## src/rtl/sdc_pkg.sv

```systemverilog
// rtl/sdc_pkg.sv - shared types and constants for the sdc_alu front end
package sdc_pkg;

  typedef enum logic [4:0] {
    FCN_NOT = 5'd0,
    FCN_OR  = 5'd1,
    FCN_AND = 5'd2,
    FCN_XOR = 5'd3,
    FCN_ADD = 5'd4,
    FCN_SUB = 5'd5
  } alu_fcn_e;

  localparam logic [4:0] FCN_LAST_LEGAL = 5'd5;

  localparam int FLG_CR   = 0;
  localparam int FLG_ZERO = 1;
  localparam int FLG_NEG  = 2;
  localparam int FLG_ERR  = 3;

  typedef enum logic [1:0] {
    IDLE = 2'd0,
    EXEC = 2'd1,
    RESP = 2'd2
  } state_e;

  function automatic logic fcn_is_legal(input logic [4:0] fcn);
    return fcn <= FCN_LAST_LEGAL;
  endfunction

endpackage

```

## src/rtl/sdc_alu_arb_if.sv

```systemverilog
// rtl/sdc_alu_arb_if.sv - request, response and ALU-side signals of sdc_alu_arb
interface sdc_alu_arb_if #(
  parameter int BIT_WIDTH = 32,
  parameter int ERR_CNT_W = 8
);
  logic                 req0_valid;
  logic                 req0_ready;
  logic [4:0]           req0_fcn;
  logic [BIT_WIDTH-1:0] req0_a;
  logic [BIT_WIDTH-1:0] req0_b;

  logic                 req1_valid;
  logic                 req1_ready;
  logic [4:0]           req1_fcn;
  logic [BIT_WIDTH-1:0] req1_a;
  logic [BIT_WIDTH-1:0] req1_b;

  logic                 rsp_valid;
  logic                 rsp_ready;
  logic                 rsp_id;
  logic [BIT_WIDTH-1:0] rsp_data;
  logic [3:0]           rsp_flags;

  logic [BIT_WIDTH-1:0] alu_in1;
  logic [BIT_WIDTH-1:0] alu_in2;
  logic [4:0]           alu_fcn;
  logic [BIT_WIDTH-1:0] alu_out;
  logic                 alu_cr;

  logic [ERR_CNT_W-1:0] err_cnt;

  // The arbiter block itself.
  modport slave (
    input  req0_valid, req0_fcn, req0_a, req0_b,
    input  req1_valid, req1_fcn, req1_a, req1_b,
    input  rsp_ready, alu_out, alu_cr,
    output req0_ready, req1_ready,
    output rsp_valid, rsp_id, rsp_data, rsp_flags,
    output alu_in1, alu_in2, alu_fcn, err_cnt
  );

  // Requesters, response consumer and the attached ALU.
  modport master (
    output req0_valid, req0_fcn, req0_a, req0_b,
    output req1_valid, req1_fcn, req1_a, req1_b,
    output rsp_ready, alu_out, alu_cr,
    input  req0_ready, req1_ready,
    input  rsp_valid, rsp_id, rsp_data, rsp_flags,
    input  alu_in1, alu_in2, alu_fcn, err_cnt
  );
endinterface

```

## src/rtl/sdc_rr_arb2.sv

```systemverilog
// rtl/sdc_rr_arb2.sv - two-way round-robin arbiter with priority pointer
module sdc_rr_arb2 (
  input  logic       clk,
  input  logic       rst,
  input  logic [1:0] valid,
  input  logic       advance,
  output logic [1:0] grant
);
  logic ptr_q;
  logic ptr_d;

  // Lone requester always wins; on contention the pointer picks the port.
  always_comb begin
    grant = valid;
    if (valid == 2'b11) begin
      grant = ptr_q ? 2'b10 : 2'b01;
    end
  end

  // After a grant the other port becomes favoured.
  always_comb begin
    ptr_d = ptr_q;
    if (advance && (grant != 2'b00)) begin
      ptr_d = ~grant[1];
    end
  end

  // Pointer register.
  always_ff @(posedge clk or posedge rst) begin
    if (rst) begin
      ptr_q <= 1'b0;
    end else begin
      ptr_q <= ptr_d;
    end
  end
endmodule

```

## src/rtl/sdc_alu_arb.sv

```systemverilog
// rtl/sdc_alu_arb.sv - round-robin front end and result capture for the shared ALU
module sdc_alu_arb
  import sdc_pkg::*;
#(
  parameter int BIT_WIDTH = 32,
  parameter int ERR_CNT_W = 8
) (
  input logic           clk,
  input logic           rst,
  sdc_alu_arb_if.slave  bus
);
  state_e               state_q, state_d;
  logic                 id_q, id_d;
  logic [BIT_WIDTH-1:0] alu_in1_q, alu_in1_d;
  logic [BIT_WIDTH-1:0] alu_in2_q, alu_in2_d;
  logic [4:0]           alu_fcn_q, alu_fcn_d;
  logic                 rsp_valid_q, rsp_valid_d;
  logic                 rsp_id_q, rsp_id_d;
  logic [BIT_WIDTH-1:0] rsp_data_q, rsp_data_d;
  logic [3:0]           rsp_flags_q, rsp_flags_d;
  logic [ERR_CNT_W-1:0] err_cnt_q, err_cnt_d;

  logic [1:0]           grant;
  logic                 accept;
  logic                 fcn_legal;
  logic [3:0]           cap_flags;

  assign accept = (state_q == IDLE) && (grant != 2'b00);

  sdc_rr_arb2 u_arb (
    .clk     (clk),
    .rst     (rst),
    .valid   ({bus.req1_valid, bus.req0_valid}),
    .advance (accept),
    .grant   (grant)
  );

  assign bus.req0_ready = (state_q == IDLE) && grant[0];
  assign bus.req1_ready = (state_q == IDLE) && grant[1];

  assign bus.alu_in1   = alu_in1_q;
  assign bus.alu_in2   = alu_in2_q;
  assign bus.alu_fcn   = alu_fcn_q;
  assign bus.rsp_valid = rsp_valid_q;
  assign bus.rsp_id    = rsp_id_q;
  assign bus.rsp_data  = rsp_data_q;
  assign bus.rsp_flags = rsp_flags_q;
  assign bus.err_cnt   = err_cnt_q;

  // Status flags derived from the ALU result; zero is computed locally.
  always_comb begin
    fcn_legal = fcn_is_legal(alu_fcn_q);
    cap_flags = 4'b0000;
    if (fcn_legal) begin
      cap_flags[FLG_ZERO] = (bus.alu_out == '0);
      cap_flags[FLG_NEG]  = bus.alu_out[BIT_WIDTH-1];
      cap_flags[FLG_CR]   = bus.alu_cr &&
                            ((alu_fcn_q == FCN_ADD) || (alu_fcn_q == FCN_SUB));
    end else begin
      cap_flags[FLG_ERR]  = 1'b1;
    end
  end

  // Next-state logic: accept in IDLE, capture in EXEC, handshake in RESP.
  always_comb begin
    state_d     = state_q;
    id_d        = id_q;
    alu_in1_d   = alu_in1_q;
    alu_in2_d   = alu_in2_q;
    alu_fcn_d   = alu_fcn_q;
    rsp_valid_d = rsp_valid_q;
    rsp_id_d    = rsp_id_q;
    rsp_data_d  = rsp_data_q;
    rsp_flags_d = rsp_flags_q;
    err_cnt_d   = err_cnt_q;
    case (state_q)
      IDLE: begin
        if (accept) begin
          state_d   = EXEC;
          id_d      = grant[1];
          alu_fcn_d = grant[1] ? bus.req1_fcn : bus.req0_fcn;
          alu_in1_d = grant[1] ? bus.req1_a   : bus.req0_a;
          alu_in2_d = grant[1] ? bus.req1_b   : bus.req0_b;
        end
      end
      EXEC: begin
        state_d     = RESP;
        rsp_valid_d = 1'b1;
        rsp_id_d    = id_q;
        rsp_data_d  = fcn_legal ? bus.alu_out : '0;
        rsp_flags_d = cap_flags;
        if (!fcn_legal && (err_cnt_q != '1)) begin
          err_cnt_d = err_cnt_q + ERR_CNT_W'(1);
        end
      end
      RESP: begin
        if (bus.rsp_ready) begin
          state_d     = IDLE;
          rsp_valid_d = 1'b0;
        end
      end
      default: begin
        state_d     = IDLE;
        rsp_valid_d = 1'b0;
      end
    endcase
  end

  // FSM, operand and response registers.
  always_ff @(posedge clk or posedge rst) begin
    if (rst) begin
      state_q     <= IDLE;
      id_q        <= 1'b0;
      alu_in1_q   <= '0;
      alu_in2_q   <= '0;
      alu_fcn_q   <= '0;
      rsp_valid_q <= 1'b0;
      rsp_id_q    <= 1'b0;
      rsp_data_q  <= '0;
      rsp_flags_q <= '0;
      err_cnt_q   <= '0;
    end else begin
      state_q     <= state_d;
      id_q        <= id_d;
      alu_in1_q   <= alu_in1_d;
      alu_in2_q   <= alu_in2_d;
      alu_fcn_q   <= alu_fcn_d;
      rsp_valid_q <= rsp_valid_d;
      rsp_id_q    <= rsp_id_d;
      rsp_data_q  <= rsp_data_d;
      rsp_flags_q <= rsp_flags_d;
      err_cnt_q   <= err_cnt_d;
    end
  end
endmodule

```

## src/flat_wrapper.sv

```systemverilog
// flat-port wrapper written by rule: the top's interface ports become plain ports
module sdc_alu_arb_flat import sdc_pkg::*;
#(
  parameter int BIT_WIDTH = 32,
  parameter int ERR_CNT_W = 8
)
  (clk, rst, bus_req0_valid, bus_req0_fcn, bus_req0_a, bus_req0_b, bus_req1_valid, bus_req1_fcn, bus_req1_a, bus_req1_b, bus_rsp_ready, bus_alu_out, bus_alu_cr, bus_req0_ready, bus_req1_ready, bus_rsp_valid, bus_rsp_id, bus_rsp_data, bus_rsp_flags, bus_alu_in1, bus_alu_in2, bus_alu_fcn, bus_err_cnt);
  sdc_alu_arb_if #(.BIT_WIDTH(BIT_WIDTH), .ERR_CNT_W(ERR_CNT_W)) bus_i ();
  input logic clk;
  input logic rst;
  input wire logic [$bits(bus_i.req0_valid)-1:0] bus_req0_valid;
  input wire logic [$bits(bus_i.req0_fcn)-1:0] bus_req0_fcn;
  input wire logic [$bits(bus_i.req0_a)-1:0] bus_req0_a;
  input wire logic [$bits(bus_i.req0_b)-1:0] bus_req0_b;
  input wire logic [$bits(bus_i.req1_valid)-1:0] bus_req1_valid;
  input wire logic [$bits(bus_i.req1_fcn)-1:0] bus_req1_fcn;
  input wire logic [$bits(bus_i.req1_a)-1:0] bus_req1_a;
  input wire logic [$bits(bus_i.req1_b)-1:0] bus_req1_b;
  input wire logic [$bits(bus_i.rsp_ready)-1:0] bus_rsp_ready;
  input wire logic [$bits(bus_i.alu_out)-1:0] bus_alu_out;
  input wire logic [$bits(bus_i.alu_cr)-1:0] bus_alu_cr;
  output wire logic [$bits(bus_i.req0_ready)-1:0] bus_req0_ready;
  output wire logic [$bits(bus_i.req1_ready)-1:0] bus_req1_ready;
  output wire logic [$bits(bus_i.rsp_valid)-1:0] bus_rsp_valid;
  output wire logic [$bits(bus_i.rsp_id)-1:0] bus_rsp_id;
  output wire logic [$bits(bus_i.rsp_data)-1:0] bus_rsp_data;
  output wire logic [$bits(bus_i.rsp_flags)-1:0] bus_rsp_flags;
  output wire logic [$bits(bus_i.alu_in1)-1:0] bus_alu_in1;
  output wire logic [$bits(bus_i.alu_in2)-1:0] bus_alu_in2;
  output wire logic [$bits(bus_i.alu_fcn)-1:0] bus_alu_fcn;
  output wire logic [$bits(bus_i.err_cnt)-1:0] bus_err_cnt;
  assign bus_i.req0_valid = bus_req0_valid;
  assign bus_i.req0_fcn = bus_req0_fcn;
  assign bus_i.req0_a = bus_req0_a;
  assign bus_i.req0_b = bus_req0_b;
  assign bus_i.req1_valid = bus_req1_valid;
  assign bus_i.req1_fcn = bus_req1_fcn;
  assign bus_i.req1_a = bus_req1_a;
  assign bus_i.req1_b = bus_req1_b;
  assign bus_i.rsp_ready = bus_rsp_ready;
  assign bus_i.alu_out = bus_alu_out;
  assign bus_i.alu_cr = bus_alu_cr;
  assign bus_req0_ready = bus_i.req0_ready;
  assign bus_req1_ready = bus_i.req1_ready;
  assign bus_rsp_valid = bus_i.rsp_valid;
  assign bus_rsp_id = bus_i.rsp_id;
  assign bus_rsp_data = bus_i.rsp_data;
  assign bus_rsp_flags = bus_i.rsp_flags;
  assign bus_alu_in1 = bus_i.alu_in1;
  assign bus_alu_in2 = bus_i.alu_in2;
  assign bus_alu_fcn = bus_i.alu_fcn;
  assign bus_err_cnt = bus_i.err_cnt;
  sdc_alu_arb #(.BIT_WIDTH(BIT_WIDTH), .ERR_CNT_W(ERR_CNT_W)) u_core (.clk(clk), .rst(rst), .bus(bus_i));
endmodule
```

## config.mk

```make
export PLATFORM = sky130hd
export DESIGN_NAME = sdc_alu_arb_flat
export DESIGN_NICKNAME = d
export VERILOG_FILES = /design/src/rtl/sdc_pkg.sv /design/src/rtl/sdc_alu_arb_if.sv /design/src/rtl/sdc_rr_arb2.sv /design/src/rtl/sdc_alu_arb.sv /design/src/flat_wrapper.sv
export SDC_FILE = /design/constraint.sdc
export NUM_CORES = 1
export LEC_CHECK = 0
export CELL_PAD_IN_SITES_DETAIL_PLACEMENT = 1
export CELL_PAD_IN_SITES_GLOBAL_PLACEMENT = 2
export CORE_ASPECT_RATIO = 1.1
export CORE_MARGIN = 5
export CORE_UTILIZATION = 22
export DETAILED_ROUTE_END_ITERATION = 6
export MAX_ROUTING_LAYER = met4
export PLACE_DENSITY = 0.88
export SYNTH_ARGS = -nofsm -noshare
export SYNTH_HDL_FRONTEND = slang
export SYNTH_HIERARCHICAL = 1
export SYNTH_SLANG_ARGS = --single-unit
```

## constraint.sdc

```tcl
create_clock -name clk -period 4.24 [get_ports clk]
set_clock_uncertainty 0.1 [all_clocks]
set_input_delay 0.636 -clock clk [delete_from_list [all_inputs] [get_ports clk]]
set_output_delay 0.636 -clock clk [all_outputs]
set_load 0.02 [all_outputs]
```

Word-level counts from Yosys, hierarchy flattened
Index checks and enable logic that the tools add are counted.
{ "classes": {"add_sub_neg": 1, "mul": 0, "div": 0, "magnitude_cmp": 1, "n_eq_ne": 8, "shift": 0, "n_mux": 13, "bitwise_logic": 2, "n_reduce_logical": 15} }
{ "op_table": {"columns": ["op", "count"], "rows": [
  ["two-way mux 32 bit", 3],
  ["logical NOT 32 bit", 1],
  ["== test 5 x 3 -> 1 bit (second input constant)", 2],
  ["adder 8 x 1 -> 8 bit (second input constant)", 1],
  ["two-way mux 2 bit", 4],
  ["!= test 8 bit (second input constant)", 1],
  ["AND reduction 2 bit", 4],
  ["logical AND 1 bit", 6],
  ["one-hot mux 2 bit (3 select lines)", 1],
  ["less-or-equal comparator 5 x 3 -> 1 bit (second input constant)", 1],
  ["two-way mux 5 bit", 1],
  ["== test 2 bit (second input constant)", 2],
  ["!= test 2 bit (second input constant)", 2],
  ["two-way mux 3 bit", 1],
  ["one-hot mux 1 bit (3 select lines)", 1],
  ["== test 2 x 1 -> 1 bit (second input constant)", 1],
  ["logical NOT 2 bit", 1],
  ["two-way mux 1 bit", 2],
  ["inverter 1 bit", 2],
  ["nonzero test 2 bit", 1],
  ["logical NOT 1 bit", 1],
  ["logical OR 1 bit", 1]
]} }
{ "word_totals": {"ff_bits": 119, "latch_bits": 0, "ramBits": 0, "mem_bits_ro": 0, "out_inout_bits": 117, "wordCells": 51, "mem_count": 0} }

Longest topological paths before layout
{ "depth": {"depth_word": 6, "depth_mapped": 9, "mapped_depth_nobuf": 6} }

By module
The synthesis kept the hierarchy.
{ "by_module_without_submodules": {"columns": ["module", "n_inst", "cells_each", "area_each_um2"], "rows": [
  ["sdc_alu_arb", 1, 512, 5176.2],
  ["sdc_rr_arb2", 1, 7, 58.8]
]} }

Worst setup path before layout
No wires, ideal clock.
{ "synth_path": {"path_type": "input to output", "start": "input bus_req1_valid", "end": "output bus_req1_ready", "arrival_time_ns": 1.512, "setup_slack_ns": 1.992, "path_stages": 5, "n_path_buf": 2, "cell_sequence": "a21boi_1 -> clkbuf_1 -> buf_2 -> nand2_1 -> inv_1"} }
{ "synth_via": {"elab_chain_cells": 3} }
{ "synth_lines": {"columns": ["item", "line_no", "source"], "rows": [
  ["start, declared", "flat_wrapper.sv:15", "input wire logic [$bits(bus_i.req1_valid)-1:0] bus_req1_valid;"],
  ["== test 2 bit", "sdc_rr_arb2.sv:15", "if (valid == 2'b11) begin"],
  ["two-way mux 2 bit *", "sdc_rr_arb2.sv:15", null],
  ["logical AND 1 bit *", "sdc_alu_arb.sv:39", "assign bus.req1_ready = (state_q == IDLE) && grant[1];"],
  ["end, declared", "flat_wrapper.sv:23", "output wire logic [$bits(bus_i.req1_ready)-1:0] bus_req1_ready;"]
]} }
Mark *: on every way between the ends. The rest lies on a longest branch, timed or not.

Worst setup path in the final report
{ "layout_path": {"start": "input bus_req0_valid", "end": "output bus_req0_ready"} }
{ "layout_via": {"elab_chain_cells": 3} }
{ "layout_lines": {"columns": ["item", "line_no", "source"], "rows": [
  ["start, declared", "flat_wrapper.sv:11", "input wire logic [$bits(bus_i.req0_valid)-1:0] bus_req0_valid;"],
  ["== test 2 bit", "sdc_rr_arb2.sv:15", null],
  ["two-way mux 2 bit *", "sdc_rr_arb2.sv:15", null],
  ["net u_core.grant[0]", "sdc_alu_arb.sv:23", "logic [1:0] grant;"],
  ["logical AND 1 bit *", "sdc_alu_arb.sv:38", "assign bus.req0_ready = (state_q == IDLE) && grant[0];"],
  ["end, declared", "flat_wrapper.sv:22", "output wire logic [$bits(bus_i.req0_ready)-1:0] bus_req0_ready;"]
]} }
The timed path passes the listed nets; every way through them passes the cells marked *.

==> key figures <==
Status
  – Status: complete, no violations

Logic synthesis
  – Top post-synthesis cells by area: dfrtp_1, mux2i_1, nand2_1, o21ai_0, buf_2
  – Top-count cell post-synth: nand2_1
  – Post-synth ARST share: 1.00
  – Yosys warns: 6
  – Post-Syn Nets: around 700
  – Most common library cells after synthesis: nand2_1, dfrtp_1, o21ai_0
  – Netlist cell types: 31
  – Seq cells post-synth: 118
  – Seq/Total Area, Yosys: 0.564
  – Synth top area share: 0.564
  – Dominant cell type by area after synthesis: dfrtp_1
  – Mapped Avg Cell Area: slightly above 10 um^2
  – Mapped Area: around 5200 um^2
  – Main synth FF type: dfrtp_1
  – Number of flops mapped to enable cells by yosys: 0
  – Post-Syn Instances: 519

Critical path
  – Reg-to-reg slack, setup: about 2.2 ns
  – CP most frequent cell: clkdlybuf4s50_1
  – Worst Path Arrival: roughly 2.4 ns
  – Crit-path cells: clkdlybuf4s50_1, a21boi_0, nand2_1, inv_1, clkdlybuf4s50_1
  – CP Launch Type: input pin
  – CP peak stage delay: around 0.60 ns
  – R2R Path End: u_core/bus.alu_in1[9]
  – Buf+Inv Stages, Crit Path: 3
  – Worst reg2reg path depth: 5
  – Worst r2r src: u_core/u_arb/ptr_q
  – Critical path class: in2out
  – CP delay by family, top: buffers and inverters
  – Crit. End Element: output pin
  – Slowest stage cell, crit path: clkdlybuf4s50_1
  – Required @ worst endpoint: between 3 and 4 ns
  – Worst Path Max Fanout: 3

Global routing
  – Vias in the first global route: about 5000
  – First-pass GRT wire length: between 20000 and 30000 um
  – Largest net degree at the start of global routing: ~90
  – Total GRT Usage: 0.136
  – Initial antenna violation count: 0
  – Overflow after GRT: 0

Clocking
  – CTS buffer count: 17
  – CTS root buffer: clkbuf_16
  – Cts hold-fix bufs: 0
  – Setup repair bufs after CTS: 0
  – CTS tree: yes
  – CTS clk-pin slew, worst paths: ~0.06 ns
  – Worst skew pair latency: about 0.40 ns
  – Post_cts resized: 0
  – H-tree depth: 4
  – CTS sink count: about 120
  – Max Root-Sink Buffers: 2

Power
  – Static Leak: between 0.003 and 0.004 uW
  – Pwr Density: ~700 nW/um^2
  – Final Total Pwr: ~6400 uW
  – Peak supply drop: approximately 270 uV

Place
  – PortBufs: slightly below 300
  – Placer congestion estimate: roughly 0.75
  – Detailed placement HPWL: around 14000 um
  – Number of instances in the placed design: 1089

Drt
  – Via count: roughly 4800
  – Antenna-violating nets left: 0
  – DRC Markers: 0
  – WL per Instance: ~16 um
  – Final wirelength: 18300 um
  – Initial DRC Count: roughly 140
  – TritonRoute pass-1 iters: 4
  – Vias/cell: between 4 and 5

STA
  – Peak Freq: roughly 320 MHz
  – Hold WS: 0.374 ns
  – Final Hold Viols: 0
  – RSZ-0062 raised after global routing: no
  – Max-slew violations: 0
  – Fin crit period: 3.16 ns
  – Final setup vio count: 0
  – Final period utilization: 0.745
  – Final TNS setup: 0 ns
  – Relative slew slack: 0.436
  – Worst-margin pin slew: 0.843 ns

Layout
  – Ant. Diodes: 0
  – Fin util: 0.388
  – Share of cells above drive strength 1: 0.0564
  – Nets: 980
  – Area grow syn2layout: 74.5%
  – Layout fillers: between 2000 and 3000
  – Post-Layout Cell Count: 1121

Die
  – Core Area: approximately 24000 um^2
  – Chip height: around 170 um
  – Row count: 59
  – Starting Density: 0.222
  – IO Pins: slightly below 300
  – Die area: 27000 um^2
  – Die X: 157 um

Min path
  – Min-Delay Path Class: in2async

Flow run
  – MaxCap Viol Count: 0
## cell families (layout without fill, tap and decap cells)
kind of cell	Yosys count	in the layout	share of synthesized area
AO/OA/AOI/OAI	113	113	0.117
flip-flops	118	118	0.564
AND/OR/NAND/NOR	167	167	0.131
buffers and inverters	42	339	0.0382
adder cells (fa/ha/maj)	1	1	0.00239
XOR/XNOR	7	7	0.0117
multiplexers	71	71	0.136
## worst max-delay path by stage
stage / from / end / slack (ns) / cells after the start
5_1_grt: bus_req0_valid / bus_req0_ready / 1.0 / 5
4_1_cts: bus_req0_valid / bus_req0_ready / 1.07 / 5
6_report: bus_req0_valid / bus_req0_ready / 1.08 / 5
3_5_place_dp: bus_req0_valid / bus_req0_ready / 1.07 / 5
2_1_floorplan: rst / u_core/bus.alu_fcn[0] / 0.40 / 1
3_3_place_gp: bus_req0_valid / bus_req0_ready / 1.13 / 5
## registers in the layout, indices dropped and copies added (netlist names)
register / cells
u_core/bus.alu_in1: 32
u_core/bus.alu_in2: 32
u_core/bus.rsp_data: 31
u_core/bus.err_cnt: 8
u_core/bus.alu_fcn: 5
u_core/bus.rsp_flags: 4
u_core/state_q: 2
u_core/bus.rsp_id: 1
u_core/bus.rsp_valid: 1
u_core/id_q: 1
u_core/u_arb/ptr_q: 1
## per-layer routing
metal,share of wire,vias up,track usage
met4,0.015,0,0.0423
met1,0.40,2256,0.152
met5,0,-,-
met3,0.095,19,0.0491
li1,-,2331,-
met2,0.49,193,0.228
## stage by stage
stage / worst slack [ns] / area (um^2)
floorplan: 0.403 / 5240
global placement: 1.13 / 8490
detailed placement: 1.07 / 8490
CTS: 1.07 / 9130
global route: 1.00 / 9130
finish: 1.08 / 9130
## report_power, final
part | switching, uW | leakage, uW | total [uW] | internal (uW)
Clock | 531 | 0.000318 | 1590 | 1060
Sequential | 308 | 0.00149 | 1910 | 1600
Combinational | 1600 | 0.00208 | 2900 | 1300
## final cells by class
cell class	instances	area (um^2)	area share
Clock buffer	20	447	0.0489
Clock inverter	12	200	0.0219
Inverter	7	28.8	0.00315
Multi-Input combinational cell	359	2100	0.230
Sequential cell	118	2950	0.323
Tap cell	305	382	0.0418
Timing Repair Buffer	300	3020	0.331
## placed cells by master (no fill, tap or decap), types with 3 or more instances in the layout
master and n:
o21ai_0 98, mux2i_1 69, bufinv_16 5, buf_4 5
buf_12 3, clkinv_4 3, nand2_1 143, xnor2_1 6
clkinv_2 3, nand4_1 5, dfrtp_1 118, clkdlybuf4s50_1 292
o21ai_1 6, clkbuf_16 17, nor4_1 9, inv_1 6
No activity file was read; power rests on OpenSTA's default activity.
